===== src/rtl/instr_encoder_pkg.sv =====
// instr_encoder_pkg
//   Shared definitions for the block instruction word: opcode constants,
//   branch classification, field bit positions for both formats and the
//   encoder state type. The decoder imports the same package so the word
//   layout can only change in one place.
package instr_encoder_pkg;

  // Opcode constants
  localparam logic [4:0] BLOCK_INSTR_NOP         = 5'h00;
  localparam logic [4:0] BLOCK_INSTR_ADD         = 5'h01;
  localparam logic [4:0] BLOCK_INSTR_SUB         = 5'h02;
  localparam logic [4:0] BLOCK_INSTR_MUL         = 5'h03;
  localparam logic [4:0] BLOCK_INSTR_MADD        = 5'h04;
  localparam logic [4:0] BLOCK_INSTR_SHL         = 5'h05;
  localparam logic [4:0] BLOCK_INSTR_SHR         = 5'h06;
  localparam logic [4:0] BLOCK_INSTR_MIN         = 5'h07;
  localparam logic [4:0] BLOCK_INSTR_MAX         = 5'h08;
  localparam logic [4:0] BLOCK_INSTR_ABS         = 5'h09;
  localparam logic [4:0] BLOCK_INSTR_DELAY_READ  = 5'h10;
  localparam logic [4:0] BLOCK_INSTR_DELAY_WRITE = 5'h11;
  localparam logic [4:0] BLOCK_INSTR_LUT_READ    = 5'h12;
  localparam logic [4:0] BLOCK_INSTR_MEM_READ    = 5'h14;
  localparam logic [4:0] BLOCK_INSTR_MEM_WRITE   = 5'h15;

  // Common field positions
  localparam int FLD_OP_LSB    = 0;
  localparam int FLD_FMT_BIT   = 5;
  localparam int FLD_SRC_A_LSB = 6;
  localparam int FLD_SRC_B_LSB = 11;

  // Format 0 (arithmetic) field positions
  localparam int F0_SRC_C_LSB     = 16;
  localparam int F0_DEST_LSB      = 21;
  localparam int F0_SHIFT_LSB     = 25;
  localparam int F0_SAT_DIS_BIT   = 30;
  localparam int F0_SHIFT_DIS_BIT = 31;

  // Format 1 (resource) field positions
  localparam int F1_DEST_LSB     = 16;
  localparam int F1_RES_ADDR_LSB = 20;

  typedef enum logic [1:0] {
    BRANCH_ALU,
    BRANCH_DELAY,
    BRANCH_LUT,
    BRANCH_MEM
  } instr_branch_t;

  typedef enum logic [1:0] {
    ST_IDLE,
    ST_LOAD,
    ST_PAD,
    ST_DONE
  } enc_state_t;

  // Anything not in a resource branch is treated as arithmetic.
  function automatic instr_branch_t op_branch(input logic [4:0] op);
    instr_branch_t br;
    case (op)
      BLOCK_INSTR_DELAY_READ,
      BLOCK_INSTR_DELAY_WRITE: br = BRANCH_DELAY;
      BLOCK_INSTR_LUT_READ:    br = BRANCH_LUT;
      BLOCK_INSTR_MEM_READ,
      BLOCK_INSTR_MEM_WRITE:   br = BRANCH_MEM;
      default:                 br = BRANCH_ALU;
    endcase
    return br;
  endfunction

  // Format bit: 1 for resource-branch ops, 0 otherwise.
  function automatic logic op_format(input logic [4:0] op);
    return op_branch(op) != BRANCH_ALU;
  endfunction

endpackage


===== src/rtl/instr_encoder_pack.sv =====
// instr_pack
//   Combinational descriptor-to-word packer. Selects the format from the
//   opcode, places every field at its package-defined position and flags
//   format-1 descriptors whose unused fields are not clean.
//   Ports:
//     op, src_*, src_*_reg, dest, shift, sat_dis, shift_dis, res_addr : descriptor fields
//     word  : packed 32-bit instruction
//     legal : descriptor may be written
module instr_pack
  import instr_encoder_pkg::*;
(
  input  logic [4:0]  op,
  input  logic [3:0]  src_a,
  input  logic [3:0]  src_b,
  input  logic [3:0]  src_c,
  input  logic        src_a_reg,
  input  logic        src_b_reg,
  input  logic        src_c_reg,
  input  logic [3:0]  dest,
  input  logic [4:0]  shift,
  input  logic        sat_dis,
  input  logic        shift_dis,
  input  logic [11:0] res_addr,
  output logic [31:0] word,
  output logic        legal
);

  logic fmt;

  // Format 1 has no room for src_c, shift or sat_dis, and the shift-disable
  // bit is carried implicitly by res_addr[11], so those must agree.
  always_comb begin
    word  = '0;
    legal = 1'b1;
    fmt   = op_format(op);
    word[FLD_OP_LSB +: 5]    = op;
    word[FLD_FMT_BIT]        = fmt;
    word[FLD_SRC_A_LSB +: 5] = {src_a_reg, src_a};
    word[FLD_SRC_B_LSB +: 5] = {src_b_reg, src_b};
    if (fmt) begin
      word[F1_DEST_LSB +: 4]      = dest;
      word[F1_RES_ADDR_LSB +: 12] = res_addr;
      legal = (src_c == 4'd0) && !src_c_reg && (shift == 5'd0) && !sat_dis &&
              (shift_dis == res_addr[11]);
    end else begin
      word[F0_SRC_C_LSB +: 5]   = {src_c_reg, src_c};
      word[F0_DEST_LSB +: 4]    = dest;
      word[F0_SHIFT_LSB +: 5]   = shift;
      word[F0_SAT_DIS_BIT]      = sat_dis;
      word[F0_SHIFT_DIS_BIT]    = shift_dis;
    end
  end

endmodule


===== src/rtl/instr_encoder.sv =====
// instr_encoder
//   Owns the program-load sequence: accepts descriptors while loading, packs
//   them into block instruction words, writes them to consecutive program RAM
//   addresses through a one-word output register, then pads the rest of the
//   memory with PAD_WORD and pulses done.
//   Ports:
//     clk, reset               : clock, synchronous active-high reset
//     load_start, load_end     : sequence control pulses
//     in_valid / in_ready      : descriptor handshake, in_* descriptor fields
//     prog_wr_en/addr/data     : program RAM write port (registered)
//     busy, done               : sequence status
//     prog_len                 : count of real instructions written
//     field_err, overflow      : sticky error flags
//     err_index                : accept index of the first bad descriptor
module instr_encoder
  import instr_encoder_pkg::*;
#(
  parameter int          N_INSTRS = 256,
  parameter int          ADDR_W   = $clog2(N_INSTRS),
  parameter logic [31:0] PAD_WORD = 32'h0
) (
  input  logic              clk,
  input  logic              reset,
  input  logic              load_start,
  input  logic              load_end,
  input  logic              in_valid,
  output logic              in_ready,
  input  logic [4:0]        in_op,
  input  logic [3:0]        in_src_a,
  input  logic [3:0]        in_src_b,
  input  logic [3:0]        in_src_c,
  input  logic              in_src_a_reg,
  input  logic              in_src_b_reg,
  input  logic              in_src_c_reg,
  input  logic [3:0]        in_dest,
  input  logic [4:0]        in_shift,
  input  logic              in_sat_dis,
  input  logic              in_shift_dis,
  input  logic [11:0]       in_res_addr,
  output logic              prog_wr_en,
  output logic [ADDR_W-1:0] prog_wr_addr,
  output logic [31:0]       prog_wr_data,
  output logic              busy,
  output logic              done,
  output logic [ADDR_W:0]   prog_len,
  output logic              field_err,
  output logic              overflow,
  output logic [ADDR_W:0]   err_index
);

  localparam logic [ADDR_W:0] PTR_FULL = (ADDR_W+1)'(N_INSTRS);
  localparam logic [ADDR_W:0] PTR_ONE  = (ADDR_W+1)'(1);

  enc_state_t      state, state_next;
  logic [ADDR_W:0] wr_ptr;
  logic [ADDR_W:0] acc_cnt;
  logic [31:0]     packed_word;
  logic            packed_legal;
  logic            accept;
  logic            is_full;
  logic            real_wr;
  logic            has_err;

  instr_pack u_pack (
    .op        (in_op),
    .src_a     (in_src_a),
    .src_b     (in_src_b),
    .src_c     (in_src_c),
    .src_a_reg (in_src_a_reg),
    .src_b_reg (in_src_b_reg),
    .src_c_reg (in_src_c_reg),
    .dest      (in_dest),
    .shift     (in_shift),
    .sat_dis   (in_sat_dis),
    .shift_dis (in_shift_dis),
    .res_addr  (in_res_addr),
    .word      (packed_word),
    .legal     (packed_legal)
  );

  assign in_ready = (state == ST_LOAD);
  assign busy     = (state != ST_IDLE);
  assign done     = (state == ST_DONE);
  assign accept   = in_valid && in_ready;
  assign is_full  = (wr_ptr == PTR_FULL);
  assign real_wr  = accept && !is_full && packed_legal;
  assign has_err  = field_err || overflow;

  // State register.
  always_ff @(posedge clk) begin
    if (reset) state <= ST_IDLE;
    else       state <= state_next;
  end

  // Next-state logic. load_start restarts from any state and outranks
  // load_end; PAD leaves only once the pointer has reached the end.
  always_comb begin
    state_next = state;
    case (state)
      ST_IDLE: if (load_start) state_next = ST_LOAD;
      ST_LOAD: begin
        if (load_start)    state_next = ST_LOAD;
        else if (load_end) state_next = ST_PAD;
      end
      ST_PAD: begin
        if (load_start)   state_next = ST_LOAD;
        else if (is_full) state_next = ST_DONE;
      end
      ST_DONE: begin
        if (load_start) state_next = ST_LOAD;
        else            state_next = ST_IDLE;
      end
      default: state_next = ST_IDLE;
    endcase
  end

  // Datapath: pointers, the one-word output register and the error flags.
  // When load_end arrives without a real write in the same cycle, the first
  // pad word goes out on that edge so padding follows the stream gap-free.
  always_ff @(posedge clk) begin
    if (reset) begin
      wr_ptr       <= '0;
      acc_cnt      <= '0;
      prog_len     <= '0;
      field_err    <= 1'b0;
      overflow     <= 1'b0;
      err_index    <= '0;
      prog_wr_en   <= 1'b0;
      prog_wr_addr <= '0;
      prog_wr_data <= '0;
    end else begin
      prog_wr_en <= 1'b0;
      if (load_start) begin
        wr_ptr    <= '0;
        acc_cnt   <= '0;
        prog_len  <= '0;
        field_err <= 1'b0;
        overflow  <= 1'b0;
        err_index <= '0;
      end else begin
        case (state)
          ST_LOAD: begin
            if (accept) begin
              if (acc_cnt != '1) acc_cnt <= acc_cnt + PTR_ONE;
              if (is_full) begin
                overflow <= 1'b1;
                if (!has_err) err_index <= acc_cnt;
              end else if (!packed_legal) begin
                field_err <= 1'b1;
                if (!has_err) err_index <= acc_cnt;
              end
            end
            if (real_wr) begin
              prog_wr_en   <= 1'b1;
              prog_wr_addr <= wr_ptr[ADDR_W-1:0];
              prog_wr_data <= packed_word;
              wr_ptr       <= wr_ptr + PTR_ONE;
            end else if (load_end && !is_full) begin
              prog_wr_en   <= 1'b1;
              prog_wr_addr <= wr_ptr[ADDR_W-1:0];
              prog_wr_data <= PAD_WORD;
              wr_ptr       <= wr_ptr + PTR_ONE;
            end
            if (load_end) prog_len <= real_wr ? wr_ptr + PTR_ONE : wr_ptr;
          end
          ST_PAD: begin
            if (!is_full) begin
              prog_wr_en   <= 1'b1;
              prog_wr_addr <= wr_ptr[ADDR_W-1:0];
              prog_wr_data <= PAD_WORD;
              wr_ptr       <= wr_ptr + PTR_ONE;
            end
          end
          default: ;
        endcase
      end
    end
  end

endmodule


===== config.mk =====
export PLATFORM = sky130hd
export DESIGN_NAME = instr_encoder
export DESIGN_NICKNAME = d
export VERILOG_FILES = /design/src/rtl/instr_encoder_pkg.sv /design/src/rtl/instr_encoder_pack.sv /design/src/rtl/instr_encoder.sv
export SDC_FILE = /design/constraint.sdc
export NUM_CORES = 1
export LEC_CHECK = 0
export BUFFER_PORTS_ARGS = -buffer_cell sky130_fd_sc_hd__clkbuf_2
export CAP_MARGIN = 20
export CORE_ASPECT_RATIO = 1.5
export CORE_MARGIN = 2
export CORE_UTILIZATION = 30
export DETAILED_ROUTE_END_ITERATION = 7
export PLACE_DENSITY = 0.58
export SETUP_SLACK_MARGIN = 0.15
export SLEW_MARGIN = 20
export SYNTH_ARGS = -nofsm -noshare
export SYNTH_HDL_FRONTEND = slang
export SYNTH_SLANG_ARGS = --single-unit

===== constraint.sdc =====
create_clock -name clk -period 3.2 [get_ports clk]
set_clock_uncertainty 0.15 [all_clocks]
set_input_delay 0.16 -clock clk [delete_from_list [all_inputs] [get_ports clk]]
set_output_delay 0.16 -clock clk [all_outputs]
set_load 0.03 [all_outputs]

==> key figures, run 1 <==
Run status
  – Outcome: completed

Worst setup path
  – Critical path type: flop to flop
  – Crit end category: flop
  – CP arrival: 2.73 ns
  – Crit start category: flop
  – Crit path max fanout: 40
  – CP required: 3.28 ns

Timing
  – Tmin final: 2.65 ns
  – Tcrit/Tclk final: 82.9%
  – Final hold viol count: 0
  – Final Max Tran Viols: 0
  – Endpoints failing setup: 0
  – Hold WS: 0.0775 ns
  – RSZ-0062 raised after global routing: false
  – Final worst slack: 0.548 ns
  – Worst-Margin Slew: 0.767 ns
  – Total negative slack: 0 ns
  – Slew HR: 48.7%
  – Peak Freq: 377 MHz

Logic synthesis
  – Syn nets: 522
  – List of most frequent post-synthesis cells: dfxtp_1 (81), o21ai_0 (55), a21oi_1 (45), nand2_1 (45), clkbuf_1 (25)
  – Sequential-to-total area share from yosys stat: 40.3%
  – Synth async-reset ratio: 0%
  – Number of synthesized flops with an enable pin: 0
  – Post-Synthesis Cells: 465
  – Synth Register Bits: 81
  – Top-area cell type share of the netlist area: 40.3%
  – Yosys warns: 0
  – Most frequent cell after synthesis: dfxtp_1
  – Synth Flop Type: dfxtp_1
  – Syn avg cell area: 8.65 um2
  – Syn Std Cell Area: 4020 um2
  – Synth area leader: dfxtp_1
  – Distinct cells, synth: 50
  – Main area contributors after synthesis: dfxtp_1 (40%), o21ai_0 (6.8%), mux2_4 (6.0%)

Power
  – Peak VDD IR: 198 uV
  – Tot Pwr: 2.33 mW
  – PD cells: 456 nW/um2
  – Pleak: 2.05 nW

Layout
  – # nets final: 632
  – Utilization after layout: 39.2%
  – Design Area, Final: 5100 um2
  – Share of cells above drive strength 1: 28.4%
  – Area Growth Syn to Fin: 26.9%
  – Antenna Cells: 0
  – Non-filler cells, final: 739

Placed design
  – Dpl cells: 708
  – Pre-CTS setup slack: 0.573 ns
  – IO buf count: 111
  – Detailed placement HPWL: 8330 um
  – Area after DPL: 4680 um2
  – Placer Congestion: 0.880

Clock tree
  – Root buffer cell: clkbuf_16
  – Total CTS buffers: 9
  – CTS tree: built
  – H-tree Lvls: 3
  – Longest Clk Path Bufs: 2
  – Reg clk slew, reported paths: 0.06 ns
  – Sink Count: 81
  – Worst skew pair latency: 0.34 ns
  – Post_cts resized: 0

Die
  – Initial Utilization: 30.9%
  – Die W: 98.5 um
  – Die area: 14,400 um2
  – I/O Pins: 112
  – Core region area: 13,000 um2
  – Row count: 51
  – Die height: 146 um

Global route
  – Grt ovf: 0
  – GRT Util Overall: 16.3%
  – Largest net degree at the start of global routing: 41
  – Initial antenna violation count: 0
  – Vias in the first global route: 3,717
  – First-pass GRT wire length: 18,900 um

Drt
  – Via count: 3,812
  – Antenna-violating nets left: 0
  – First-pass iteration count of the detailed router: 4
  – Total wire length: 11,700 um
  – Starting DRT DRC Count: 137
  – # DRC: 0
  – Post-DR wirelength/cell: 15.8 um
  – Vias per Instance: 5.16

Job
  – MaxCap Viol Count: 0

Worst hold path
  – Min-Delay Path Class: input port to flop
-- routing by layer --
metal  wire length, um  track usage, %  up-vias
li1                  -               -     1874
met4               243            7.33        0
met2              6050            28.5      104
met5                 0               0        -
met1              4980            19.0     1819
met3               436            3.31       15
-- worst max-delay path, stage by stage, from the launching register on --
cell and delay [ns]:
dfxtp_1 0.42, inv_1 0.11, ha_1 0.28, nor3b_1 0.18, a311oi_1 0.32, o21a_1 0.21, and2_4 0.49, mux2_4 0.35
-- registers in the layout, summed over array words and instances (netlist names) --
register	flops
prog_len	9
prog_wr_en	1
acc_cnt	9
overflow	1
state	2
err_index	9
prog_wr_data	32
wr_ptr	9
prog_wr_addr	8
field_err	1
-- worst paths after layout --
| kind | start | cells past startpoint | end | slack [ns] |
|---|---|---|---|---|
| hold / removal | in_res_addr[10] | 4 | prog_wr_data[30] | 0.08 |
| setup reg to reg | state[1] | 7 | prog_wr_data[17] | 0.55 |
| hold reg to reg | prog_wr_data[6] | 2 | prog_wr_data[6] | 0.32 |
| setup / recovery | state[1] | 7 | prog_wr_data[17] | 0.55 |
-- cell usage in the layout, fill, tap and decap left out, drive strengths merged, types with 2 or more instances in the layout --
cell type	synthesis	final
or2	3	3
o31ai	2	2
a41o	2	2
ha	9	9
xnor2	6	6
nor4	3	3
xor2	4	4
nand4	21	21
nor2b	17	17
a31oi	6	6
nand2	45	45
a211o	2	2
nand4b	9	9
buf	9	7
a211oi	3	3
dfxtp	81	81
inv	7	10
and3	3	3
o21ai	60	60
nand2b	24	24
a21oi	46	46
and2	4	4
dlygate4sd3	0	15
clkbuf	25	120
nor2	16	16
mux2	16	16
or3	13	13
a2111oi	2	2
clkinvlp	0	3
nand3	13	13
nor3	2	2
-- repair_timing --
| item | in CTS | in global routing |
|---|---|---|
| hold endpoints to repair | 15 | 0 |
| buffers inserted | 0 | 0 |
| hold buffers | 15 | 0 |
-- cells by family after synthesis --
| kind of cell | count (synthesis) | synth area share (%) |
|---|---|---|
| AOI/OAI and AO/OA | 128 | 18.3 |
| xor gates and xnor gates | 10 | 2.18 |
| adders and majority gates | 9 | 2.80 |
| buffers and inverters | 41 | 4.48 |
| DFF | 81 | 40.3 |
| muxes | 17 | 6.22 |
| and+or+nand+nor | 179 | 25.7 |
-- where the power goes --
| part | total [mW] | switching, mW | internal (mW) |
|---|---|---|---|
| clock | 0.971 | 0.439 | 0.532 |
| combinational | 0.321 | 0.210 | 0.112 |
| sequential | 1.03 | 0.0113 | 1.02 |
| total | 2.33 | 0.660 | 1.67 |
-- final cells by class --
cell class / instances / area, um2
clock buffers: 9 / 225
clock inverters: 7 / 53.8
fillers: 1350 / 7910
inverters: 7 / 26.3
multi-input cells: 343 / 2220
flip-flops and latches: 81 / 1620
well taps: 159 / 199
repair buffers: 133 / 758
No activity file was read; power rests on OpenSTA's default activity.
==> run 2, diff against run 1 <==
--- a/config.mk
+++ b/config.mk
@@ -5,13 +5,14 @@
 export SDC_FILE = /design/constraint.sdc
 export NUM_CORES = 1
 export LEC_CHECK = 0
+export ABC_AREA = 1
 export BUFFER_PORTS_ARGS = -buffer_cell sky130_fd_sc_hd__clkbuf_2
 export CAP_MARGIN = 20
 export CORE_ASPECT_RATIO = 1.5
 export CORE_MARGIN = 2
 export CORE_UTILIZATION = 30
 export DETAILED_ROUTE_END_ITERATION = 7
-export PLACE_DENSITY = 0.58
+export PLACE_DENSITY = 0.59
 export SETUP_SLACK_MARGIN = 0.15
 export SLEW_MARGIN = 20
 export SYNTH_ARGS = -nofsm -noshare
==> constraint.sdc (replaced) <==
create_clock -name clk -period 2.4 [get_ports clk]
set_clock_uncertainty 0.15 [all_clocks]
set_input_delay 0.12 -clock clk [delete_from_list [all_inputs] [get_ports clk]]
set_output_delay 0.12 -clock clk [all_outputs]
set_load 0.03 [all_outputs]
==> key figures, run 2 <==
Run status
  – Outcome: completed

Timing
  – Tcrit/Tclk final: 88.0% (+5.1 points)
  – Endpoints failing setup: 0 (unchanged)
  – Slew HR: 67.5% (+19 points)
  – Worst-Margin Slew: 0.487 ns (-0.280 ns)
  – Tmin final: 2.11 ns (-0.540 ns)
  – Peak Freq: 473 MHz (+26%)
  – Final Max Tran Viols: 0 (unchanged)
  – Final hold viol count: 0 (unchanged)
  – RSZ-0062 raised after global routing: false
  – Final worst slack: 0.288 ns (-0.260 ns)

Logic synthesis
  – Synth async-reset ratio: 0% (unchanged)
  – Top-area cell type share of the netlist area: 37.6% (-2.7 points)
  – Sequential-to-total area share from yosys stat: 37.6% (-2.7 points)
  – Syn nets: 708 (+36%)
  – Syn Std Cell Area: 4310 um2 (+7.2%)
  – Synth Flop Type: dfxtp_1
  – Synth Register Bits: 81 (unchanged)
  – Syn avg cell area: 6.63 um2 (-23%)
  – Yosys warns: 0 (unchanged)
  – Most frequent cell after synthesis: nand2_1
  – Number of synthesized flops with an enable pin: 0 (unchanged)
  – Post-Synthesis Cells: 651 (+40%)
  – Main area contributors after synthesis: dfxtp_1 (38%), nand2_1 (14%), nor2_1 (12%)
  – List of most frequent post-synthesis cells: nand2_1 (159), nor2_1 (134), inv_1 (100)
  – Synth area leader: dfxtp_1
  – Distinct cells, synth: 36 (-28%)

Global route
  – First-pass GRT wire length: 18,700 um (-1.3%)
  – GRT Util Overall: 15.6% (-0.78 points)
  – Largest net degree at the start of global routing: 56 (+37%)
  – Grt ovf: 0 (unchanged)
  – Initial antenna violation count: 0 (unchanged)
  – Vias in the first global route: 3,995 (+7.5%)

Worst setup path
  – Crit path from: wr_ptr[0]
  – CP arrival: 2.19 ns (-0.54 ns)
  – CP required: 2.48 ns (-0.80 ns)
  – Critical path type: flop to flop
  – Crit end category: flop
  – Crit path max fanout: 13 (-68%)
  – Crit start category: flop
  – RR Startpoint: wr_ptr[0]

Drt
  – First-pass iteration count of the detailed router: 4 (unchanged)
  – Total wire length: 12,700 um (+8.6%)
  – Vias per Instance: 4.30 (-17%)
  – Starting DRT DRC Count: 169 (+23%)
  – Post-DR wirelength/cell: 12.7 um (-20%)
  – Via count: 4,317 (+13%)
  – Antenna-violating nets left: 0 (unchanged)
  – # DRC: 0 (unchanged)

Clock tree
  – Worst skew pair latency: 0.33 ns (about the same)
  – Root buffer cell: clkbuf_16
  – Reg clk slew, reported paths: 0.06 ns (about the same)
  – Longest Clk Path Bufs: 2 (unchanged)
  – Sink Count: 81 (unchanged)
  – CTS tree: built
  – Total CTS buffers: 9 (unchanged)
  – H-tree Lvls: 3 (unchanged)

Layout
  – # nets final: 863 (+37%)
  – Most frequent cells in the layout: nand2_1 (158), nor2_1 (132), clkbuf_2 (111)
  – Utilization after layout: 42.7% (+3.5 points)
  – Number of flip-flops in the largest register: 32 (unchanged)
  – Non-filler cells, final: 1,003 (+36%)
  – Share of cells above drive strength 1: 24.7% (-3.8 points)
  – Largest register by flop count: prog_wr_data
  – Antenna Cells: 0 (unchanged)
  – Commonest non-fill, non-tap cell in the layout: nand2_1
  – Area Growth Syn to Fin: 39.2%

Job
  – MaxCap Viol Count: 0 (unchanged)

Die
  – Die area: 15,400 um2 (+7.0%)
  – Die W: 102 um (+3.4%)
  – Row count: 53 (+3.9%)
  – Initial Utilization: 30.7% (-0.21 points)
  – I/O Pins: 112 (unchanged)
  – Core region area: 14,100 um2 (+8.0%)
  – Die height: 151 um (+3.5%)

Placed design
  – Detailed placement HPWL: 8430 um (+1.2%)
  – Dpl cells: 944 (+33%)
  – Pre-CTS setup slack: -0.0680 ns (-0.641 ns)
  – IO buf count: 111 (unchanged)
  – Placer Congestion: 0.825 (-6.3%)

Power
  – Pleak: 3.08 nW (+51%)
  – Tot Pwr: 4.12 mW (+77%)
  – PD cells: 687 nW/um2 (+51%)
  – Peak VDD IR: 313 uV (+58%)

Worst hold path
  – Min-Delay Path Class: input port to flop
  – Hold path start: in_op[0]
## run 2: cell count changes after synthesis, moves of 18 or more
| cell | delta |
|---|---|
| nor2_1 | +118 |
| nand2b_1 | -24 |
| nand2_1 | +114 |
| inv_1 | +93 |
| clkbuf_1 | -18 |
| o21ai_0 | -34 |
| a21oi_1 | -23 |
## run 2: layer usage
layer	part of all wire (%)	GRT usage [%]	vias to the layer above
met5	0	0	-
met2	54	29.2	75
met4	2.2	6.27	0
met3	3.1	2.86	15
met1	41	16.8	1930
li1	-	-	2297
## run 2: worst paths after layout
check	end	slack (ns)	depth (start not counted)
worst max-delay path	prog_wr_addr[2]	0.29	15
worst min-delay path	prog_wr_data[0]	0.01	5
worst max register to register	prog_wr_addr[2]	0.29	15
worst min register to register	err_index[8]	0.34	2
## run 2: cell type report
cell class / count / area (um2)
fill: 1517 / 8050
timing repair buffer: 172 / 1230
clock buffer: 10 / 239
inverter: 104 / 390
clock inverter: 6 / 114
multi-input combinational: 438 / 2170
tap: 192 / 240
sequential: 81 / 1630
## run 2: worst max-delay path: stages (launching register included)
cell	delay, ns
dfxtp_4	0.36
inv_1	0.10
ha_1	0.15
nand2_1	0.05
inv_1	0.06
nand2_2	0.08
nor2_8	0.16
nor2_8	0.07
nand2_8	0.12
nand3_4	0.12
nand3_4	0.08
buf_12	0.17
buf_6	0.20
nand2_4	0.05
nand2_1	0.05
nor2_1	0.04
## run 2: cell families (layout without fill, tap and decap cells)
logic type	Yosys count	after routing	share of synthesized area, %
simple gates	357	357	36.3
compound gates	65	65	8.61
buf+inv	132	292	13.5
xor+xnor	7	7	1.42
flops	81	81	37.6
fa+ha+maj	9	9	2.61
## run 2: power breakdown
group / internal, mW / switching (mW)
clock network: 1.05 / 0.592
registers: 1.43 / 0.0520
logic: 0.375 / 0.620
## run 2: repair_timing
action | in CTS | in global routing
gates resized for setup | 4 | 14
pin swaps | 0 | 3
buffers inserted | 0 | 6
gates cloned | 0 | 7
hold endpoints to repair | 25 | 0
setup endpoints to repair | 44 | 51
hold buffers | 30 | 0
## run 2: through the flow
stage	setup TNS [ns]	hold WS (ns)	cell area (um2)
floorplan	0	0.0391	4310
global placement	-0.0518	0.203	5070
detailed placement	-0.0680	0.203	5070
CTS	0	0.00381	5750
global route	0	0.0540	6010
finish	0	0.0116	6010
